$ cat src/rtl/input_port_buffer.sv
// Per-input-port flit buffer: one FIFO per virtual channel, head flit exposed to each VC controller.
// Optional packet-framing checker enabled by defining INPUT_BUFFER_PKT_CHECK_EN.
//
// Packet-check state machine, one per VC (write side):
//   state  | meaning
//   IDLE   | between packets; expects HEAD or a single-flit packet
//   IN_PKT | HEAD accepted; expects BODY or TAIL

`ifndef HEAD
`define HEAD 2'b01
`endif
`ifndef BODY
`define BODY 2'b10
`endif
`ifndef TAIL
`define TAIL 2'b11
`endif

module input_port_buffer #(
  parameter int DW    = 32,
  parameter int V     = 4,
  parameter int DEPTH = 4
) (
  input  logic            clk,
  input  logic            rstn,
  input  logic            in_valid,
  input  logic [V-1:0]    in_vc,
  input  logic [DW-1:0]   in_data,
  output logic [V*DW-1:0] out_data,
  output logic [V-1:0]    out_valid,
  input  logic [V-1:0]    pop,
  output logic [V-1:0]    credit_out,
  output logic [V-1:0]    err_overflow,
  output logic            err_vc
`ifdef INPUT_BUFFER_PKT_CHECK_EN
  ,
  output logic [V-1:0]    err_pkt
`endif
);

  localparam int AW = $clog2(DEPTH);
  localparam int PW = AW + 1;

  logic vc_onehot;
  logic vc_bad;

  assign vc_onehot = $onehot(in_vc);
  assign vc_bad    = in_valid & ~vc_onehot;

`ifdef INPUT_BUFFER_PKT_CHECK_EN
  typedef enum logic {IDLE, IN_PKT} pkt_state_t;

  logic [1:0] ftype;
  assign ftype = in_data[DW-3:DW-4];
`endif

  always_ff @(posedge clk or negedge rstn) begin
    if (!rstn) begin
      err_vc <= 1'b0;
    end else if (vc_bad) begin
      err_vc <= 1'b1;
    end
  end

  for (genvar i = 0; i < V; i++) begin : g_vc
    logic [PW-1:0] wptr;
    logic [PW-1:0] rptr;
    logic [DW-1:0] mem [DEPTH];
    logic          empty;
    logic          full;
    logic          rd;
    logic          req;
    logic          wr;
    logic          credit_q;
    logic          ovf_q;

    assign empty = (wptr == rptr);
    assign full  = (wptr[AW-1:0] == rptr[AW-1:0]) && (wptr[AW] != rptr[AW]);
    assign rd    = pop[i] & ~empty;
    assign req   = in_valid & vc_onehot & in_vc[i];
    // A same-cycle pop frees the slot, so a full FIFO can still accept.
    assign wr    = req & (~full | rd);

    always_ff @(posedge clk or negedge rstn) begin
      if (!rstn) begin
        wptr     <= '0;
        rptr     <= '0;
        credit_q <= 1'b0;
        ovf_q    <= 1'b0;
      end else begin
        if (wr) wptr <= wptr + PW'(1);
        if (rd) rptr <= rptr + PW'(1);
        credit_q <= rd;
        if (req && !wr) ovf_q <= 1'b1;
      end
    end

    always_ff @(posedge clk) begin
      if (wr) mem[wptr[AW-1:0]] <= in_data;
    end

    assign out_data[i*DW +: DW] = mem[rptr[AW-1:0]];
    assign out_valid[i]         = ~empty;
    assign credit_out[i]        = credit_q;
    assign err_overflow[i]      = ovf_q;

`ifdef INPUT_BUFFER_PKT_CHECK_EN
    pkt_state_t st;
    logic       pkt_err;

    always_ff @(posedge clk or negedge rstn) begin
      if (!rstn) begin
        st      <= IDLE;
        pkt_err <= 1'b0;
      end else if (wr) begin
        case (ftype)
          `HEAD: begin
            if (st == IN_PKT) pkt_err <= 1'b1;
            st <= IN_PKT;
          end
          `BODY: begin
            if (st == IDLE) pkt_err <= 1'b1;
          end
          `TAIL: begin
            if (st == IDLE) pkt_err <= 1'b1;
            st <= IDLE;
          end
          default: begin
            if (st == IN_PKT) pkt_err <= 1'b1;
            st <= IDLE;
          end
        endcase
      end
    end

    assign err_pkt[i] = pkt_err;
`endif
  end

endmodule

$ cat config.mk
export PLATFORM = sky130hd
export DESIGN_NAME = input_port_buffer
export DESIGN_NICKNAME = d
export VERILOG_FILES = /design/src/rtl/input_port_buffer.sv
export SDC_FILE = /design/constraint.sdc
export NUM_CORES = 1
export LEC_CHECK = 0
export ABC_AREA = 1
export BUFFER_PORTS_ARGS = -buffer_cell sky130_fd_sc_hd__buf_2
export CORE_ASPECT_RATIO = 1.2
export CORE_MARGIN = 5
export CORE_UTILIZATION = 55
export DETAILED_ROUTE_END_ITERATION = 16
export GPL_ROUTABILITY_DRIVEN = 0
export PLACE_DENSITY_LB_ADDON = 0.25
export SYNTH_ARGS = -nofsm -noshare
export SYNTH_HDL_FRONTEND = slang
export SYNTH_SLANG_ARGS = --single-unit
$ cat constraint.sdc
create_clock -name clk -period 3.1 [get_ports clk]
set_input_delay 0.62 -clock clk [delete_from_list [all_inputs] [get_ports clk]]
set_output_delay 0.62 -clock clk [all_outputs]
set_load 0.1 [all_outputs]
; After elaboration in Yosys (flattened, before gate mapping)
; Memories as Yosys holds them, arrays and structs flattened.
; Cells that the tools add are included.
[totals]
register_bits = 33
latchBits = 0
ram_bits = 512
romBits = 0
in_bits = 43
word_cells = 92
memories = 4
[op_classes]
addsub = 11
multipliers = 0
div = 0
magnitude_cmp = 0
eq_ne = 13
shifts = 0
mux = 8
bitwise_logic = 27
reduce_logical = 12
[mem_list]
columns = name, depth, width, read_ports, rd_clocked_by_memory_dff, wr, line
row1 = g_vc[0].mem, 4, 32, 1, 0, 1, 68  ; logic [DW-1:0] mem [DEPTH];
row2 = g_vc[1].mem, 4, 32, 1, 0, 1, 68
row3 = g_vc[2].mem, 4, 32, 1, 0, 1, 68
row4 = g_vc[3].mem, 4, 32, 1, 0, 1, 68
[ops]
columns = operator, count
row1 = adder 3 x 1 -> 3 bit (second input constant), 8
row2 = bitwise AND 1 bit, 14
row3 = equality test 3 bit, 4
row4 = inverter 1 bit, 9
row5 = equality test 2 bit, 4
row6 = logical AND 1 bit, 8
row7 = two-way mux 1 bit, 8
row8 = adder 1 x 1 -> 2 bit, 2
row9 = logical NOT 1 bit, 4
row10 = inequality test 1 bit, 4
row11 = bitwise OR 1 bit, 4
row12 = adder 2 x 2 -> 3 bit, 1
row13 = equality test 3 x 1 -> 1 bit (second input constant), 1

; Logic depth before layout (Yosys ltp)
; Gate-level depths: netlist (run 1).
[logic_depth]
word_depth = 8
ltp_mapped = 11
depth_no_buf = 11

; Least setup slack after synthesis (run 1)
; Ideal clock, no wire load.
[synth_timing]
kind = in2reg
startpoint = input port in_vc[0]
endpoint = memory g_vc[2].mem[0][0], enable pin
setup_ns = 0.421
arrival_ns = 3.650
t_required_ns = 2.679
slack_ns = -0.971
cell_stages = 10
n_path_buf = 0
cell_sequence = inv_1 > fa_1 > inv_1 > ha_1 > ha_1 > inv_1 > nand4_1 > nor2_1 > nand2_4 > nor2_1
[synth_between]
elab_chain_cells = 8
[synth_lines]
columns = item, line
row1 = from (decl), 27  ; input logic [V-1:0] in_vc,
row2 = adder 1 x 1 -> 2 bit (implied by the code), 47  ; assign vc_onehot = $onehot(in_vc);
row3 = adder 2 x 2 -> 3 bit (implied by the code), 47
row4 = equality test 3 x 1 -> 1 bit, 47
row5 = bitwise AND 1 bit (2 in a row), 80  ; assign req = in_valid & vc_onehot & in_vc[i];
row6 = bitwise AND 1 bit, 82  ; assign wr = req & (~full | rd);
row7 = two-way mux 1 bit, 99  ; if (wr) mem[wptr[AW-1:0]] <= in_data;
row8 = two-way mux 1 bit (implied by the code), 99
row9 = to (decl), 68
; No other way between the ends.

; Worst setup path after layout (run 1)
[layout_timing]
startpoint = register g_vc[0].rptr[0]
endpoint = output port out_data[4]
[layout_between]
elab_chain_cells = 1
[layout_lines]
columns = item, line
row1 = from (decl), 67  ; logic [PW-1:0] rptr;
row2 = from (signal assigned), 92  ; if (rd) rptr <= rptr + PW'(1);
row3 = memory (4 x 32 bit), --
row4 = to (decl), 29  ; output logic [V*DW-1:0] out_data,
; No other way between the ends.

==> results of run 1 <==
[worst reg2reg max path, stage by stage, from the launching register on]
cell and delay (ns):
dfrtp_4 0.58, clkinv_2 0.15, buf_12 0.24, nand2_1 0.09, nand2_1 0.11, nor2_4 0.06
nand2_4 0.08, nand2_4 0.11, nor2_4 0.17, buf_12 0.20
[metrics by stage]
| stage | std cells | hold slack (ns) | setup WS [ns] |
|---|---|---|---|
| CTS | 2250 | 0.146 | 0.0444 |
| finish | 2250 | 0.134 | 0.0748 |
| detailed placement | 2160 | 0.449 | -0.0846 |
| global placement | 2160 | 0.436 | -0.110 |
| global route | 2250 | 0.192 | -0.00469 |
| floorplan | 1523 | 0.324 | -0.134 |
[final timing paths]
check	end	slack, ns	depth (start not counted)
setup / recovery	out_data[4]	0.07	5
hold / removal	g_vc[0].rptr[1]$_DFFE_PN0P_	0.13	1
setup reg to reg	g_vc[0].mem[1][16]$_DFFE_PP_	1.00	9
hold reg to reg	err_vc$_DFFE_PN0P_	0.46	1
max in group asynchronous	g_vc[0].rptr[0]$_DFFE_PN0P_	2.38	1
min in group clk	err_vc$_DFFE_PN0P_	0.28	2
[timing repair]
action,in CTS,in global routing
setup endpoints to repair,10,29
setup buffers,0,0
hold buffers,0,0
gates resized for setup,8,29
[sequential cells by signal, summed over array words and instances, names as in the netlist]
name,flops
g_vc.credit_q,4
g_vc.mem,512
g_vc.wptr,12
g_vc.ovf_q,4
g_vc.rptr,12
err_vc,1
[kinds of logic after synthesis]
family,Yosys count,share of synthesized area
flops,545,0.771
simple gates,418,0.0831
compound gates,385,0.0994
buf+inv,144,0.0291
fa+ha+maj,23,0.0141
xor+xnor,8,0.00333
[final cells by class]
class,instances,area (µm²)
timing repair buffer,245,1800
multi-input combinational,834,4330
fill,2642,12900
tap,480,601
sequential,545,16200
clock buffer,60,1310
inverter,56,214
clock inverter,30,405
[layer usage]
metal,vias to the layer above,global-route usage,part of all wire
met1,6463,0.305,0.41
met3,84,0.0379,0.063
li1,5984,-,-
met5,-,0,0
met4,0,0.0717,0.028
met2,492,0.376,0.50
[layout by cell type (no fill, tap or decap), types with 3 or more instances in the layout]
cell,synthesis,final
clkinvlp_4,0,3
dfrtp_1,33,29
o21ai_0,256,256
bufinv_16,0,10
clkbuf_4,0,27
buf_4,8,39
nor2_1,280,264
nand2_1,85,85
buf_2,32,151
ha_1,22,22
buf_12,0,27
clkinv_2,0,8
o22ai_1,128,127
xor2_1,8,8
dfrtp_2,0,3
nand3_1,29,29
nand2_4,12,12
nand2_2,7,7
clkinv_1,0,11
inv_2,4,3
edfxtp_1,512,512
nor2_4,4,20
clkbuf_16,0,51
inv_1,52,48
clkbuf_1,44,9
==> reports/qor.csv, run 1 <==
metric;value;unit
final_nets;1798;
drc;0;
path_buf_inv;3;
synth_top_area_share;0.732;
synthDistinctLibCells;21;
synth_common_cells;edfxtp_1 (512), nor2_1 (280), o21ai_0 (256);
cts_max_level;2;
grt_antenna_before_repair;0;
critPathRequiredTime;2.48;ns
dp_hpwl;30600;µm
avgSynthCellArea;13.8;µm²
die_width;188;µm
finalMaxSlewViolations;0;
utilization;0.658;
synth-seq-area-share;0.771;
drt_iter0_drc;1391;
cts_tree;yes;
numPortBuffers;183;
viasPerCell;5.79;
vias;13023;
clkTransAtPathRegs;0.06;ns
routedWlPerCell;21.4;µm
grt_max_degree;68;
grt_use_total;0.224;
ant_nets;0;
drtPass1Iterations;5;
clock-sinks;545;
fmax;331;MHz
floorplan.initialDensity;0.556;
synthCells;1523;
tns;0;ns
synth_warnings;0;
numCtsBuffers;50;
maxSlewHeadroom;0.465;
synth_area_leaders;edfxtp_1 (73%), o21ai_0 (6.1%), nor2_1 (5.0%);
min_period;3.03;ns
die_area;42200;µm²
grt_pass1_vias;12932;
setup_violations;0;
crit_chain;clkinv_2 > buf_12 > o21ai_0 > o22ai_1 > buf_2;
cp-startpoint;g_vc[0].rptr[0]$_DFFE_PN0P_;
path_max_fanout;60;
placementRows;78;
cap_viol_max_count;0;
routed_wl;48100;µm
clock_skew;0.00835;ns
clockBufferDepth;3;
drive_gt1_frac;0.207;
critical_path_class;reg2out;
period_share;0.976;
rsz0062_at_grt;true;
grt_overflow_total;0;
syn_to_final_growth;18.4;%
max_stage_delay;0.58;ns
grt_pass1_wl;74500;µm
status;completed;
hold_path.class;in2async;
end_kind;output port;
fin_area;24900;µm²
worstPathArrival;2.41;ns
placed_area;23100;µm²
diodes;0;
hold_violations;0;
synthFlopType;edfxtp_1;
syn-num-nets;1589;
syn-cell-area;21000;µm²
ys_seq_elements;545;
die_h;224;µm
io_pins;184;
async_reset_ff_frac;0.0606;
yosysTopAreaCell;edfxtp_1;
core_area;37800;µm²
crit_family;buffers and inverters;
slowest_stage;dfrtp_4;
clk_latency;0.56;ns
synth_edf_count;512;
worstMarginPinSlew;0.803;ns
start_kind;flip-flop;
r2r-start;g_vc[0].rptr[0]$_DFFE_PN0P_;
synth.most_common_cell;edfxtp_1;
clock-root-buffer;clkbuf_16;
Power of run 1 is not shown: default switching activity piles up to over one toggle a cycle in this logic, so the estimate is an artifact.
==> run 2, diff against run 1 <==
--- a/config.mk
+++ b/config.mk
@@ -5,14 +5,16 @@
 export SDC_FILE = /design/constraint.sdc
 export NUM_CORES = 1
 export LEC_CHECK = 0
-export ABC_AREA = 1
+export ABC_AREA = 0
 export BUFFER_PORTS_ARGS = -buffer_cell sky130_fd_sc_hd__buf_2
 export CORE_ASPECT_RATIO = 1.2
 export CORE_MARGIN = 5
 export CORE_UTILIZATION = 55
+export CTS_CLUSTER_DIAMETER = 60
 export DETAILED_ROUTE_END_ITERATION = 16
 export GPL_ROUTABILITY_DRIVEN = 0
 export PLACE_DENSITY_LB_ADDON = 0.25
+export REMOVE_ABC_BUFFERS = 1
 export SYNTH_ARGS = -nofsm -noshare
 export SYNTH_HDL_FRONTEND = slang
 export SYNTH_SLANG_ARGS = --single-unit
==> run 2 against run 1 <==
Effect of this change:
- critical endpoint is now out_data[32]
- hold slack improved by 0.0080 ns
- worst setup slack improved by 0.028 ns
- utilization increased by 0.14 points
- maximum frequency increased by 0.94%
- routed wire length decreased by 6.5%
- first-iteration DRC count decreased by 15%
- critical path depth decreased by 2
- global-route usage decreased by 0.13 points
==> reports/qor.csv, run 2 <==
metric;value;unit
drc;0;
clock-root-buffer;clkbuf_16;
synth.most_common_cell;edfxtp_1;
async_reset_ff_frac;0.0606;
rsz0062_at_grt;false;
clockBufferDepth;3;
synth_edf_count;512;
drtPass1Iterations;5;
layout_commonest_cell;edfxtp_1;
grt_pass1_vias;9998;
crit_chain;buf_4 > mux4_2 > buf_2;
worstMarginPinSlew;0.797;ns
multi_input_area;3950;µm²
ant_nets;0;
start_kind;flip-flop;
synth_common_cells;edfxtp_1 (512), mux4_2 (128), dfrtp_1 (33);
routedWlPerCell;28.0;µm
syn-cell-area;20500;µm²
yosysTopAreaCell;edfxtp_1;
worstPathArrival;2.38;ns
tns;0;ns
clock-sinks;545;
clock_skew;0.0197;ns
synth-seq-area-share;0.792;
dp_hpwl;31000;µm
finalMaxSlewViolations;0;
ys_seq_elements;545;
end_kind;output port;
synthFlopType;edfxtp_1;
final_nets;1161;
critical_path_class;reg2out;
die_area;41200;µm²
routed_wl;45000;µm
grt_antenna_before_repair;5;
fmax;334;MHz
drive_gt1_frac;0.433;
numPortBuffers;183;
critPathRequiredTime;2.48;ns
grt_pass1_wl;66700;µm
grt_use_total;0.223;
numCtsBuffers;49;
hold_violations;0;
clk_latency;0.57;ns
io_pins;184;
viasPerCell;5.92;
period_share;0.967;
grt_max_degree;36;
r2r_cells;6;
status;completed;
synth_top_area_share;0.752;
path_depth;3;
final_cell_mix;edfxtp_1 (512), buf_2 (183), mux4_2 (128);
synth_warnings;0;
synthDistinctLibCells;28;
drt_iter0_drc;1180;
maxSlewHeadroom;0.468;
path_buf_inv;2;
setup_violations;0;
min_period;3.00;ns
synthCells;838;
max_stage_delay;0.79;ns
syn_to_final_growth;18.7;%
path_max_fanout;26;
cap_viol_max_count;0;
crit_family;flip-flops;
cts_max_level;2;
hold_path.class;in2async;
floorplan.initialDensity;0.556;
core_area;36800;µm²
grt_overflow_total;0;
fillCellCount;2371;
final-seq-area;16200;µm²
synth_area_leaders;edfxtp_1 (75%), mux4_2 (14%), dfrtp_1 (4.0%);
cts_tree;yes;
avgSynthCellArea;24.4;µm²
slowest_stage;dfrtp_2;
largest_reg_flops;512;
vias;9529;
die_h;221;µm
diodes;0;
clkTransAtPathRegs;0.06;ns
utilization;0.660;
placementRows;77;
die_width;186;µm
-- run 2: layout make-up --
class	instances	share of cell area
clock buffers	60	0.0539
clock inverters	31	0.0139
inverters	18	0.00278
multi-input cells	235	0.163
flip-flops and latches	545	0.668
well taps	474	0.0244
repair buffers	246	0.0745
-- run 2: metrics by stage --
stage | instance area, µm² | setup WS [ns] | hold WS [ns] | std cells
after floorplan | 20200 | -0.442 | 0.324 | 798
after global placement | 22600 | -0.132 | 0.438 | 1513
after detailed placement | 22600 | -0.156 | 0.452 | 1513
after CTS | 24300 | 0.0674 | 0.150 | 1609
after global routing | 24300 | 0.0173 | 0.195 | 1609
final | 24300 | 0.103 | 0.142 | 1609
-- run 2: kinds of logic after synthesis --
logic type	after synthesis	share of synthesized area
simple gates	43	0.0172
compound gates	5	0.00202
mux	136	0.146
flops	545	0.792
xor+xnor	28	0.0127
buf+inv	58	0.0155
fa+ha+maj	23	0.0144
-- run 2: per-layer routing --
| layer | track usage | wire, µm | vias to the layer above | share of wire |
|---|---|---|---|---|
| met3 | 0.0475 | 3830 | 61 | 0.085 |
| met5 | 0 | 13 | - | 0.00029 |
| met1 | 0.345 | 18800 | 5078 | 0.42 |
| met2 | 0.337 | 21500 | 395 | 0.48 |
| met4 | 0.0498 | 844 | 2 | 0.019 |
| li1 | - | - | 3993 | - |
-- run 2: path summary, 6_finish.rpt --
| kind | start | to | slack, ns |
|---|---|---|---|
| max in group asynchronous | rstn | g_vc[1].rptr[0]$_DFFE_PN0P_ | 2.37 |
| worst max register to register | g_vc[0].rptr[0]$_DFFE_PN0P_ | g_vc[0].mem[2][21]$_DFFE_PP_ | 0.95 |
| worst min-delay path | rstn | g_vc[0].credit_q$_DFF_PN0_ | 0.14 |
| worst min register to register | err_vc$_DFFE_PN0P_ | err_vc$_DFFE_PN0P_ | 0.46 |
| min in group clk | in_valid | err_vc$_DFFE_PN0P_ | 0.31 |
| worst max-delay path | g_vc[1].rptr[1]$_DFFE_PN0P_ | out_data[32] | 0.10 |
-- run 2: repair_timing --
action | CTS | global route
hold buffers | 0 | 0
buffers inserted | 5 | 0
setup endpoints to repair | 13 | 0
gates resized for setup | 0 | 0
Power of run 2 is left out for the same reason.
==> run 3, diff against run 2 <==
--- a/config.mk
+++ b/config.mk
@@ -7,9 +7,11 @@
 export LEC_CHECK = 0
 export ABC_AREA = 0
 export BUFFER_PORTS_ARGS = -buffer_cell sky130_fd_sc_hd__buf_2
+export CELL_PAD_IN_SITES_DETAIL_PLACEMENT = 1
+export CELL_PAD_IN_SITES_GLOBAL_PLACEMENT = 1
 export CORE_ASPECT_RATIO = 1.2
 export CORE_MARGIN = 5
-export CORE_UTILIZATION = 55
+export CORE_UTILIZATION = 52
 export CTS_CLUSTER_DIAMETER = 60
 export DETAILED_ROUTE_END_ITERATION = 16
 export GPL_ROUTABILITY_DRIVEN = 0
==> run 3 against run 2 <==
Effect of this change:
- clock skew shrank 0.010 ns
- utilization is 3.5 points lower
- design area about the same
- maximum frequency down 0.69%
- critical path type unchanged
- highest routed layer is now met4
==> reports/qor.csv, run 3 (synthesized netlist as in run 2, its figures left out) <==
metric;value;unit
final_nets;1159;
fillCellCount;3195;
path_max_fanout;25;
end_kind;output port;
layout_commonest_cell;edfxtp_1;
vias;9685;
hold_violations;0;
crit_family;flip-flops;
placementRows;79;
critPathRequiredTime;2.48;ns
clk_latency;0.57;ns
dp_hpwl;33300;µm
routed_wl;49800;µm
grt_pass1_wl;73100;µm
clockBufferDepth;3;
worstMarginPinSlew;0.850;ns
drtPass1Iterations;5;
numPortBuffers;183;
cap_viol_max_count;0;
syn_to_final_growth;18.6;%
clkTransAtPathRegs;0.07;ns
worstPathArrival;2.40;ns
final_cell_mix;edfxtp_1 (512), buf_2 (183), mux4_2 (128);
critical_path_class;reg2out;
post_cts_buffers;0;
viasPerCell;5.83;
reg2reg_setup_slack;0.84;ns
maxSlewHeadroom;0.433;
grt_antenna_before_repair;1;
numCtsBuffers;51;
finalMaxSlewViolations;0;
grt_max_degree;34;
fmax;331;MHz
drive_gt1_frac;0.435;
min_period;3.02;ns
largest_reg_flops;512;
crit_end;out_data[12];
cts_max_level;2;
clock-sinks;545;
r2r-start;g_vc[0].rptr[1]$_DFFE_PN0P_;
status;completed;
core_area;38800;µm²
max_stage_delay;0.82;ns
die_width;191;µm
tns;0;ns
io_pins;184;
clock_skew;0.00976;ns
die_area;43400;µm²
rsz0062_at_grt;false;
routedWlPerCell;30.0;µm
grt_pass1_vias;10484;
diodes;0;
path_buf_inv;2;
drc;0;
floorplan.initialDensity;0.527;
reg2reg_to;g_vc[0].mem[1][0]$_DFFE_PP_;
grt_use_total;0.235;
setup_violations;0;
clock-root-buffer;clkbuf_16;
start_kind;flip-flop;
drt_iter0_drc;814;
instances_no_fill;1660;
crit_chain;buf_4 > mux4_2 > buf_2;
slowest_stage;dfrtp_2;
placed_cells;1566;
path_depth;3;
grt_overflow_total;0;
cp-startpoint;g_vc[0].rptr[1]$_DFFE_PN0P_;
die_h;227;µm
hold_path.class;in2async;
cts_tree;yes;
ant_nets;0;
period_share;0.974;
r2r_cells;5;
run 3: cell count changes in the layout (fill, tap and decap cells not counted), moves of 2 or more:
cell,before,now
clkinv_2,7,12
buf_12,32,28
clkinv_1,11,8
bufinv_16,7,5
clkbuf_16,51,53
clkbuf_8,0,2
run 3: per-stage QoR:
stage                     utilization  hold slack (ns)  worst slack [ns]  cell area (µm²)
after floorplan                     -            0.324            -0.442            20200
after global placement          0.582            0.459            -0.176            22600
after detailed placement        0.582            0.463            -0.266            22600
after CTS                       0.625            0.170            0.0494            24300
after global routing            0.625            0.209            0.0332            24300
final                           0.625            0.159            0.0821            24300
run 3: worst register-to-register path, cell delays in order, from the launching register on:
cell	delay, ns
dfrtp_2	0.82
xnor2_1	0.22
and4b_4	0.28
nor2_4	0.19
and2_2	0.23
buf_12	0.21
run 3: routing by layer:
metal,vias to the layer above,share of wire,wire length (µm),global-route usage
met4,0,0.012,613,0.0410
met5,-,0,0,0
met1,5264,0.41,20200,0.334
met2,392,0.50,25100,0.386
met3,47,0.079,3920,0.0544
li1,3982,-,-,-
run 3: timing repair:
| item | CTS | global route |
|---|---|---|
| hold buffers | 0 | 0 |
| hold endpoints to repair | 0 | 0 |
| endpoints found under the setup margin | 2 | 0 |
| resized for setup | 1 | 0 |
run 3: worst min path at each step:
stage / depth (start not counted) / start / slack [ns] / to
CTS: 1 / rstn / 0.17 / err_vc$_DFFE_PN0P_
detailed placement: 1 / err_vc$_DFFE_PN0P_ / 0.46 / err_vc$_DFFE_PN0P_
global route: 1 / rstn / 0.21 / g_vc[0].wptr[0]$_DFFE_PN0P_
global placement: 1 / err_vc$_DFFE_PN0P_ / 0.46 / err_vc$_DFFE_PN0P_
floorplan: 0 / rstn / 0.32 / err_vc$_DFFE_PN0P_
finish: 1 / rstn / 0.16 / g_vc[3].credit_q$_DFF_PN0_
run 3: final cells by class:
type	instances	area, µm²	area share
clock inverter	30	280	0.0115
clock buffer	64	1390	0.0572
multi-input combinational	235	3950	0.163
tap	526	658	0.0271
timing repair buffer	242	1710	0.0704
inverter	18	67.6	0.00278
sequential	545	16200	0.668
Power of run 3 is left out for the same reason.
